==> config.mk <==
export PLATFORM = sky130hd
export DESIGN_NAME = serial_tx_arbiter
export DESIGN_NICKNAME = d
export VERILOG_FILES = /design/src/rtl/serial_tx_pkg.sv /design/src/rtl/serial_tx_holdbuf.sv /design/src/rtl/serial_tx_arbiter.sv
export SDC_FILE = /design/constraint.sdc
export NUM_CORES = 1
export LEC_CHECK = 0
export BUFFER_PORTS_ARGS = -buffer_cell sky130_fd_sc_hd__buf_2
export CAP_MARGIN = 10
export CORE_AREA = 4 4 89 49
export DETAILED_ROUTE_END_ITERATION = 7
export DIE_AREA = 0 0 93 53
export PLACE_DENSITY = 0.71
export SYNTH_ARGS = -nofsm -noshare
export SYNTH_HDL_FRONTEND = slang
export SYNTH_SLANG_ARGS = --single-unit
==> constraint.sdc <==
create_clock -name clk -period 4.45 [get_ports clk]
set_input_delay 1.1125 -clock clk [delete_from_list [all_inputs] [get_ports clk]]
set_output_delay 1.1125 -clock clk [all_outputs]
set_load 0.01 [all_outputs]
==> src/rtl/serial_tx_pkg.sv <==
`default_nettype none
// ============================================================================
//  Module   : serial_tx_pkg
//  Brief    : Shared types and constants for the two-requester serial
//             transmit arbiter (FSM encoding, requester count, defaults,
//             arbitration helper).
//  Revision : 1.0  initial release
// ============================================================================
package serial_tx_pkg;

    // Number of requesters sharing the serial channel.
    localparam int NUM_REQ           = 2;
    // Byte width carried through the arbiter.
    localparam int DATA_W            = 8;
    // Default maximum bytes per locked burst.
    localparam int DEFAULT_MAX_BURST = 16;

    // Channel FSM: pick an owner, present one byte, then a one-cycle gap
    // so the transmitter's busy flag has time to rise.
    typedef enum logic [1:0] {
        ST_IDLE = 2'd0,
        ST_SEND = 2'd1,
        ST_GAP  = 2'd2
    } tx_state_e;

    // Arbitration decision: returns {found, index}.
    // Locked: only the lock owner may win. Unlocked with both pending:
    // alternate away from the previous grant. Otherwise the single
    // pending requester wins.
    function automatic logic [1:0] arb_pick(
        input logic [NUM_REQ-1:0] valid,
        input logic               prev_grant,
        input logic               locked,
        input logic               lock_idx
    );
        logic [1:0] result;
        result = 2'b00;
        if (locked) begin
            if (valid[lock_idx]) begin
                result = {1'b1, lock_idx};
            end
        end else if (valid == 2'b11) begin
            result = {1'b1, ~prev_grant};
        end else if (valid[0]) begin
            result = 2'b10;
        end else if (valid[1]) begin
            result = 2'b11;
        end
        return result;
    endfunction

endpackage : serial_tx_pkg
`default_nettype wire

==> src/rtl/serial_tx_holdbuf.sv <==
`default_nettype none
// ============================================================================
//  Module   : serial_tx_holdbuf
//  Brief    : One-entry holding buffer for a single requester. Captures a
//             byte when empty, reports busy while full, and flags strobes
//             that arrive while full (they are dropped).
//  Revision : 1.0  initial release
// ============================================================================
module serial_tx_holdbuf
    import serial_tx_pkg::*;
(
    input  logic              clk,
    input  logic              rst,
    input  logic [DATA_W-1:0] data_i,
    input  logic              new_i,
    input  logic              last_i,
    input  logic              clear_i,
    output logic [DATA_W-1:0] data_o,
    output logic              last_o,
    output logic              valid_o,
    output logic              overflow_o
);

    logic [DATA_W-1:0] data_q;
    logic              last_q;
    logic              valid_q;
    logic              ovf_q;
    logic              capture_d;

    // A byte is taken only into an empty entry. The clear from the arbiter
    // always targets a full entry, so a strobe in the clearing cycle sees
    // the entry still full and is dropped with an overflow pulse.
    assign capture_d = new_i && !valid_q;

    // Entry storage, occupancy flag and one-cycle overflow pulse.
    always_ff @(posedge clk or posedge rst) begin
        if (rst) begin
            data_q  <= '0;
            last_q  <= 1'b0;
            valid_q <= 1'b0;
            ovf_q   <= 1'b0;
        end else begin
            ovf_q <= new_i && valid_q;
            if (clear_i) begin
                valid_q <= 1'b0;
            end else if (capture_d) begin
                valid_q <= 1'b1;
                data_q  <= data_i;
                last_q  <= last_i;
            end
        end
    end

    assign data_o     = data_q;
    assign last_o     = last_q;
    assign valid_o    = valid_q;
    assign overflow_o = ovf_q;

endmodule : serial_tx_holdbuf
`default_nettype wire

==> src/rtl/serial_tx_arbiter.sv <==
`default_nettype none
// ============================================================================
//  Module   : serial_tx_arbiter
//  Brief    : Merges byte streams from two requesters onto one serial
//             transmitter. Alternating arbitration, packet lock until the
//             last byte or MAX_BURST bytes, transmitter back-pressure.
//  Revision : 1.0  initial release
// ============================================================================
module serial_tx_arbiter
    import serial_tx_pkg::*;
#(
    parameter int MAX_BURST = DEFAULT_MAX_BURST
) (
    input  logic              clk,
    input  logic              rst,
    input  logic [DATA_W-1:0] req0_data,
    input  logic              req0_new,
    input  logic              req0_last,
    output logic              req0_busy,
    input  logic [DATA_W-1:0] req1_data,
    input  logic              req1_new,
    input  logic              req1_last,
    output logic              req1_busy,
    output logic [DATA_W-1:0] tx_data,
    output logic              new_tx_data,
    input  logic              tx_busy,
    output logic [1:0]        overflow,
    output logic              grant
);

    // Counter holds 0..MAX_BURST without wrapping.
    localparam int                CNT_W       = $clog2(MAX_BURST) + 1;
    localparam logic [CNT_W-1:0]  c_MAX_BURST = CNT_W'(MAX_BURST);

    // Per-requester buffer connections.
    logic [DATA_W-1:0]  w_req_data [NUM_REQ];
    logic [NUM_REQ-1:0] w_req_new;
    logic [NUM_REQ-1:0] w_req_last;
    logic [DATA_W-1:0]  w_buf_data [NUM_REQ];
    logic [NUM_REQ-1:0] w_buf_last;
    logic [NUM_REQ-1:0] w_buf_valid;
    logic [NUM_REQ-1:0] w_buf_ovf;
    logic [NUM_REQ-1:0] w_buf_clear;

    // Channel state.
    tx_state_e          state_q;
    logic               grant_q;
    logic               locked_q;
    logic               lock_idx_q;
    logic [CNT_W-1:0]   cnt_q;
    logic [CNT_W-1:0]   cnt_d;
    logic [DATA_W-1:0]  tx_data_q;

    logic [1:0]         w_pick;
    logic               w_strobe;
    logic [DATA_W-1:0]  w_sel_data;
    logic               w_sel_last;

    assign w_req_data[0] = req0_data;
    assign w_req_data[1] = req1_data;
    assign w_req_new     = {req1_new,  req0_new};
    assign w_req_last    = {req1_last, req0_last};

    // One holding buffer per requester.
    generate
        for (genvar gi = 0; gi < NUM_REQ; gi++) begin : g_req
            serial_tx_holdbuf u_holdbuf (
                .clk        (clk),
                .rst        (rst),
                .data_i     (w_req_data[gi]),
                .new_i      (w_req_new[gi]),
                .last_i     (w_req_last[gi]),
                .clear_i    (w_buf_clear[gi]),
                .data_o     (w_buf_data[gi]),
                .last_o     (w_buf_last[gi]),
                .valid_o    (w_buf_valid[gi]),
                .overflow_o (w_buf_ovf[gi])
            );
            // The granted buffer empties on the cycle its byte is handed over.
            assign w_buf_clear[gi] = w_strobe && (grant_q == 1'(gi));
        end
    endgenerate

    assign w_pick     = arb_pick(w_buf_valid, grant_q, locked_q, lock_idx_q);
    assign w_sel_data = w_buf_data[grant_q];
    assign w_sel_last = w_buf_last[grant_q];
    assign cnt_d      = cnt_q + CNT_W'(1);

    // The strobe is qualified by the transmitter's busy flag in the same
    // cycle; this keeps the capture-to-strobe latency at two cycles while
    // never pushing a byte into a busy transmitter.
    assign w_strobe   = (state_q == ST_SEND) && !tx_busy;

    // Channel FSM: arbitration, byte hand-over, lock and burst accounting.
    always_ff @(posedge clk or posedge rst) begin
        if (rst) begin
            state_q    <= ST_IDLE;
            grant_q    <= 1'b1;
            locked_q   <= 1'b0;
            lock_idx_q <= 1'b0;
            cnt_q      <= '0;
            tx_data_q  <= '0;
        end else begin
            case (state_q)
                ST_IDLE: begin
                    if (w_pick[1]) begin
                        grant_q <= w_pick[0];
                        state_q <= ST_SEND;
                    end
                end
                ST_SEND: begin
                    if (!tx_busy) begin
                        tx_data_q <= w_sel_data;
                        state_q   <= ST_GAP;
                        // End of packet or burst budget spent: open the
                        // channel to the other requester again.
                        if (w_sel_last || (cnt_d == c_MAX_BURST)) begin
                            locked_q <= 1'b0;
                            cnt_q    <= '0;
                        end else begin
                            locked_q   <= 1'b1;
                            lock_idx_q <= grant_q;
                            cnt_q      <= cnt_d;
                        end
                    end
                end
                ST_GAP: begin
                    state_q <= ST_IDLE;
                end
                default: begin
                    state_q <= ST_IDLE;
                end
            endcase
        end
    end

    // tx_data shows the outgoing byte during the strobe and otherwise holds
    // the most recently sent byte.
    assign new_tx_data = w_strobe;
    assign tx_data     = w_strobe ? w_sel_data : tx_data_q;
    assign grant       = grant_q;
    assign overflow    = w_buf_ovf;
    assign req0_busy   = w_buf_valid[0];
    assign req1_busy   = w_buf_valid[1];

endmodule : serial_tx_arbiter
`default_nettype wire

* Word level (Yosys, flattened, before mapping)
Cells that the tools add are included.
Word-level totals: flip-flop bits (word level) 40, bits in latches 0, memory bits (writable) 0, bits in read-only memories 0, input bits 23, output and inout port bits 14, memories 0
Operators by class: add/sub/neg operators 1, $mul 0, div/mod/pow operators 0, $lt $le $gt $ge 3, equal/unequal tests 5, shift operators 0, multiplexer cells 22, bitwise operators 6, reduce and logical (&&, ||, !) cells 20
Operators with widths (number):
- 8-bit two-way mux | 4
- 2-bit two-way mux | 7
- 2-bit AND reduction | 5
- 1-bit two-way mux | 9
- 1-bit logical AND | 7
- 5-bit by 1-bit adder with 5-bit output, second input constant | 1
- 5-bit equality test, second input constant | 1
- 5-bit two-way mux | 1
- 1-bit inverter | 5
- 1-bit by 2-bit less-than comparator with 1-bit output, second input constant | 2
- 2-bit inequality test, second input constant | 2
- 2-bit one-hot mux with 2 select lines | 1
- 2-bit nonzero test | 2
- 1-bit zero test | 3
- 3-bit AND reduction | 1
- 2-bit by 1-bit equality test with 1-bit output, second input constant | 1
- 2-bit equality test, second input constant | 1
- 2-bit >= comparator, second input constant | 1
- 2-bit zero test | 1
- 1-bit inverter with 2-bit output | 1
- 1-bit logical OR | 1

* Longest topological paths before layout
depth after elaboration 6, depth in mapped cells 6, mapped depth without buffers 5

* Cells and area by module
From an unflattened synthesis, not the netlist that was laid out.
Unflattened totals: cell total of the unflattened synthesis 147, area, all modules 1828.0 µm²
By module, submodules not included:
- serial_tx_arbiter | times used 1, cells each 95, area each 922.1 µm², sequential area each 451.7 µm²
- serial_tx_holdbuf | times used 2, cells each 26, area each 452.9 µm², sequential area each 275.3 µm²

* Least setup slack after synthesis
Ideal clock, no wire load.
path kind input-to-output, from input tx_busy, to output tx_data[0], data arrival time 2129 ps, required time 3338 ps, setup slack 1208 ps, stages on the path 4, buffers on the path 2, cells stage by stage or3b_1 buf_6 clkbuf_1 o21ai_0
On the way: longest elaborated chain between the ends 3
Ends and longest elaborated chain:
- from (decl) | RTL line serial_tx_arbiter.sv:26 | input logic tx_busy,
- 1-bit zero test
- 1-bit logical AND | RTL line serial_tx_arbiter.sv:92 | assign w_strobe = (state_q == ST_SEND) && !tx_busy;
- 8-bit two-way mux | RTL line serial_tx_arbiter.sv:140 | assign tx_data = w_strobe ? w_sel_data : tx_data_q;
- to (decl) | RTL line serial_tx_arbiter.sv:24 | output logic [DATA_W-1:0] tx_data,
No other way between the ends.

* Worst setup path in the final report
from input tx_busy, to output tx_data[7]
Same word-level chain as after synthesis.

==> results.py <==
metrics = {
    "synthesis": {
        "synth-adder-area-share_pct": 0.712,
        "syn_inst": 142,
        "avgSynthCellArea_um2": 12.4,
        "synth_compound_area_share_pct": 8.83,
        "async_flop_share_pct": 100,
        "synthXorXnorAreaFrac_pct": 0,
        "syn-num-nets": 166,
        "yosysWarnings": 0,
        "synth_edf_count": 0,
        "synthMuxAreaShare_pct": 18.6,
        "ys.flop_type": "dfrtp_1",
        "yosys.area_share.simple_pct": 9.75,
        "ys_types": 36,
        "syn_area_um2": 1760,
        "yosysSeqAreaShare_pct": 57.0,
        "ys_seq_elements": 40,
        "synth_top_family_by_area": "multiplexers",
    },
    "power": {
        "pwr-share-clk_pct": 16.3,
        "leakagePower_uw": 0.000996,
        "internal_power_uw": 881,
        "p_switching_uw": 475,
        "p_sw_share_pct": 35.0,
        "total_power_uw": 1360,
        "p_per_area_nw_per_um2": 663,
        "share_comb_of_total_power_pct": 35.0,
        "seqPwrFrac_pct": 48.7,
        "ir_worst_vdd_mv": 0.298,
    },
    "clocking": {
        "ctsResizeCount": 0,
        "cts_hold_buf": 0,
        "cts-root-buf": "clkbuf_8",
        "numCtsBuffers": 5,
        "post_cts_buffers": 0,
        "clockBufferDepth": 2,
        "cts_tree": "built",
        "h-tree-depth": 2,
        "cts_sinks": 40,
        "clock_latency_ns": 0.28,
        "cts.clk_slew.worst_paths_ns": 0.07,
    },
    "worst_setup_path": {
        "critPathRequiredTime_ns": 3.34,
        "crit_path_frequent_cell": "buf_2",
        "path_max_fanout": 23,
        "worst_path_max_delay_cell": "or3b_1",
        "crit_type": "in2out",
        "end_kind": "output port",
        "path_cells": "buf_2 > or3b_1 > o21ai_0 > buf_2",
        "start_kind": "input port",
        "arrival_ns": 2.59,
        "max_stage_delay_ns": 0.75,
    },
    "cells_and_area": {
        "antenna-diode-count": 0,
        "syn_to_final_growth_pct": 16.3,
        "drive_gt1_share_pct": 36.9,
        "final_area_um2": 2040,
        "final_nets": 203,
        "fillers": 319,
    },
    "hold_path": {
        "hold_path.class": "reg2reg",
    },
    "timing": {
        "rsz0062_at_grt": "false",
        "setup_viol": 0,
        "finalHoldViolCount": 0,
        "final.min_clock_period_ns": 3.70,
        "clock-skew-final_ns": 0.00767,
        "timing.final.crit_share_pct": 83.2,
        "max_slew_margin_pct": 34.7,
        "final-max-slew-violation-count": 0,
        "worstMarginPinSlew_ns": 0.980,
        "setup_tns_ns": 0,
        "holdWs_ns": 0.456,
        "fmaxAchievable_mhz": 270,
    },
    "global_route": {
        "overflow": 0,
        "grt_antenna_before_repair": 0,
        "grtUsageTotal_pct": 15.2,
        "grt_max_degree": 24,
        "grt_pass1_vias": 1247,
        "grt_pass1_wl_um": 5660,
    },
    "floorplanning": {
        "die-area_um2": 4930,
        "core_area_um2": 3680,
        "die_h_um": 53,
        "die_x_um": 93,
        "num_rows": 16,
        "start_util_pct": 47.7,
        "io_pins": 37,
    },
    "job": {
        "cap_violations": 0,
    },
    "drt": {
        "route.vias.total": 1144,
        "first_pass_iters": 4,
        "ant_nets": 0,
        "drc": 0,
        "routed_wirelength_um": 3260,
        "via_per_inst": 4.91,
        "wl_per_cell_um": 14.0,
        "drt-initial-drc-count": 35,
    },
    "placement": {
        "placed_area_um2": 1970,
        "gp_congestion": 0.848,
        "io_buffer_count": 36,
        "place_hpwl_um": 2360,
    },
    "outcome": {
        "status": "finished clean",
    },
}
## metal layers
layer	GRT usage, %	vias up	share of wire, %
li1	-	564	-
met1	19.1	541	50
met2	24.9	32	42
met3	4.97	7	6.5
met4	5.11	0	1.0
met5	0	-	0
## placed cells by master (no fill, tap or decap)
| cell type | synthesis | final |
|---|---|---|
| nand2b_1 | 4 | 4 |
| buf_4 | 2 | 2 |
| mux2_4 | 1 | 1 |
| a21boi_0 | 1 | 1 |
| and2_1 | 2 | 2 |
| clkinv_8 | 1 | 1 |
| nand2_4 | 1 | 1 |
| a21oi_2 | 1 | 1 |
| o221ai_1 | 1 | 1 |
| o21ai_0 | 12 | 12 |
| nand2_1 | 14 | 14 |
| clkinv_2 | 0 | 1 |
| nor3_1 | 1 | 1 |
| ha_1 | 1 | 1 |
| dfrtp_1 | 39 | 39 |
| inv_1 | 5 | 5 |
| buf_2 | 1 | 36 |
| or3_1 | 1 | 1 |
| a31oi_1 | 2 | 2 |
| o21a_1 | 1 | 1 |
| a31o_4 | 1 | 1 |
| mux2_2 | 15 | 15 |
| clkbuf_8 | 0 | 5 |
| nand4_1 | 1 | 1 |
| mux2i_1 | 11 | 11 |
| nor3b_1 | 1 | 1 |
| a21o_1 | 1 | 1 |
| nor2_4 | 1 | 1 |
| dfstp_2 | 1 | 1 |
| clkbuf_1 | 2 | 1 |
| a21oi_1 | 3 | 3 |
| o211a_1 | 1 | 1 |
| nand3_1 | 2 | 2 |
| nor2_1 | 4 | 4 |
| or3b_1 | 1 | 1 |
| mux2_1 | 3 | 3 |
## power groups by stage
| stage | Sequential, uW | Combinational, uW | Clock, uW |
|---|---|---|---|
| 2_1_floorplan | 611 | 393 | 0 |
| 5_1_grt | 683 | 537 | 241 |
| 6_report | 661 | 474 | 221 |
| 3_3_place_gp | 657 | 462 | 0 |
| 4_1_cts | 662 | 482 | 229 |
| 3_5_place_dp | 669 | 481 | 0 |
## path summary, 6_finish.rpt
kind                            start                           end  slack [ns]  depth (start not counted)
min                        state_q[1]                    state_q[0]        0.46                          1
max                           tx_busy                    tx_data[7]        0.75                          4
min in group asynchronous         rst                  tx_data_q[5]        0.91                          2
max in group asynchronous         rst  g_req[0].u_holdbuf.data_o[1]        2.78                          3
min reg2reg                state_q[1]                    state_q[0]        0.46                          1
max reg2reg                state_q[0]  g_req[1].u_holdbuf.data_o[1]        1.99                          4
## state kept, by name, indices dropped and copies added, names as in the netlist
signal	count
cnt_q	5
g_req.u_holdbuf.valid_o	2
tx_data_q	8
state_q	2
grant	1
g_req.u_holdbuf.overflow_o	2
lock_idx_q	1
g_req.u_holdbuf.last_o	2
g_req.u_holdbuf.data_o	16
locked_q	1
## Yosys cell counts (2+ instances only)
library cell  number  area, um2
mux2_1             3       33.8
buf_4              2       15.0
buf_6              2       22.5
nand2_1           14       52.6
and2_1             2       12.5
nand3_1            2       10.0
mux2_2            15        169
o21ai_0           12       60.1
clkbuf_1           2       7.51
mux2i_1           11        110
a31oi_1            2       12.5
a21oi_1            3       15.0
nor2_1             4       15.0
inv_1              5       18.8
nand2b_1           4       25.0
dfrtp_1           39        976
## per-stage QoR
stage,setup slack (ns),utilization (%),instances
after floorplan,1.21,-,142
after global placement,0.847,53.4,226
after detailed placement,0.753,53.4,226
after CTS,0.740,55.5,233
after global routing,0.593,55.5,233
final,0.747,55.5,233
## final cells by class
class | count | area (um2) | share of cell area [%]
repair buffers | 38 | 195 | 9.55
well taps | 54 | 67.6 | 3.30
multi-input cells | 88 | 667 | 32.6
flip-flops and latches | 40 | 1000 | 49.0
clock buffers | 6 | 72.6 | 3.55
inverters | 6 | 35.0 | 1.71
clock inverters | 1 | 5.00 | 0.245
## logic make-up after synthesis
group	Yosys count
flip-flops	40
AO/OA/AOI/OAI	24
multiplexers	30
AND/OR/NAND/NOR	33
buffers and inverters	14
adder cells (fa/ha/maj)	1
## critical path: cells and delay by family
kind / cells / cell delay, ns
simple gates: 1 / 0.75
buf+inv: 2 / 0.29
compound gates: 1 / 0.42
No activity file was read; power rests on OpenSTA's default activity.
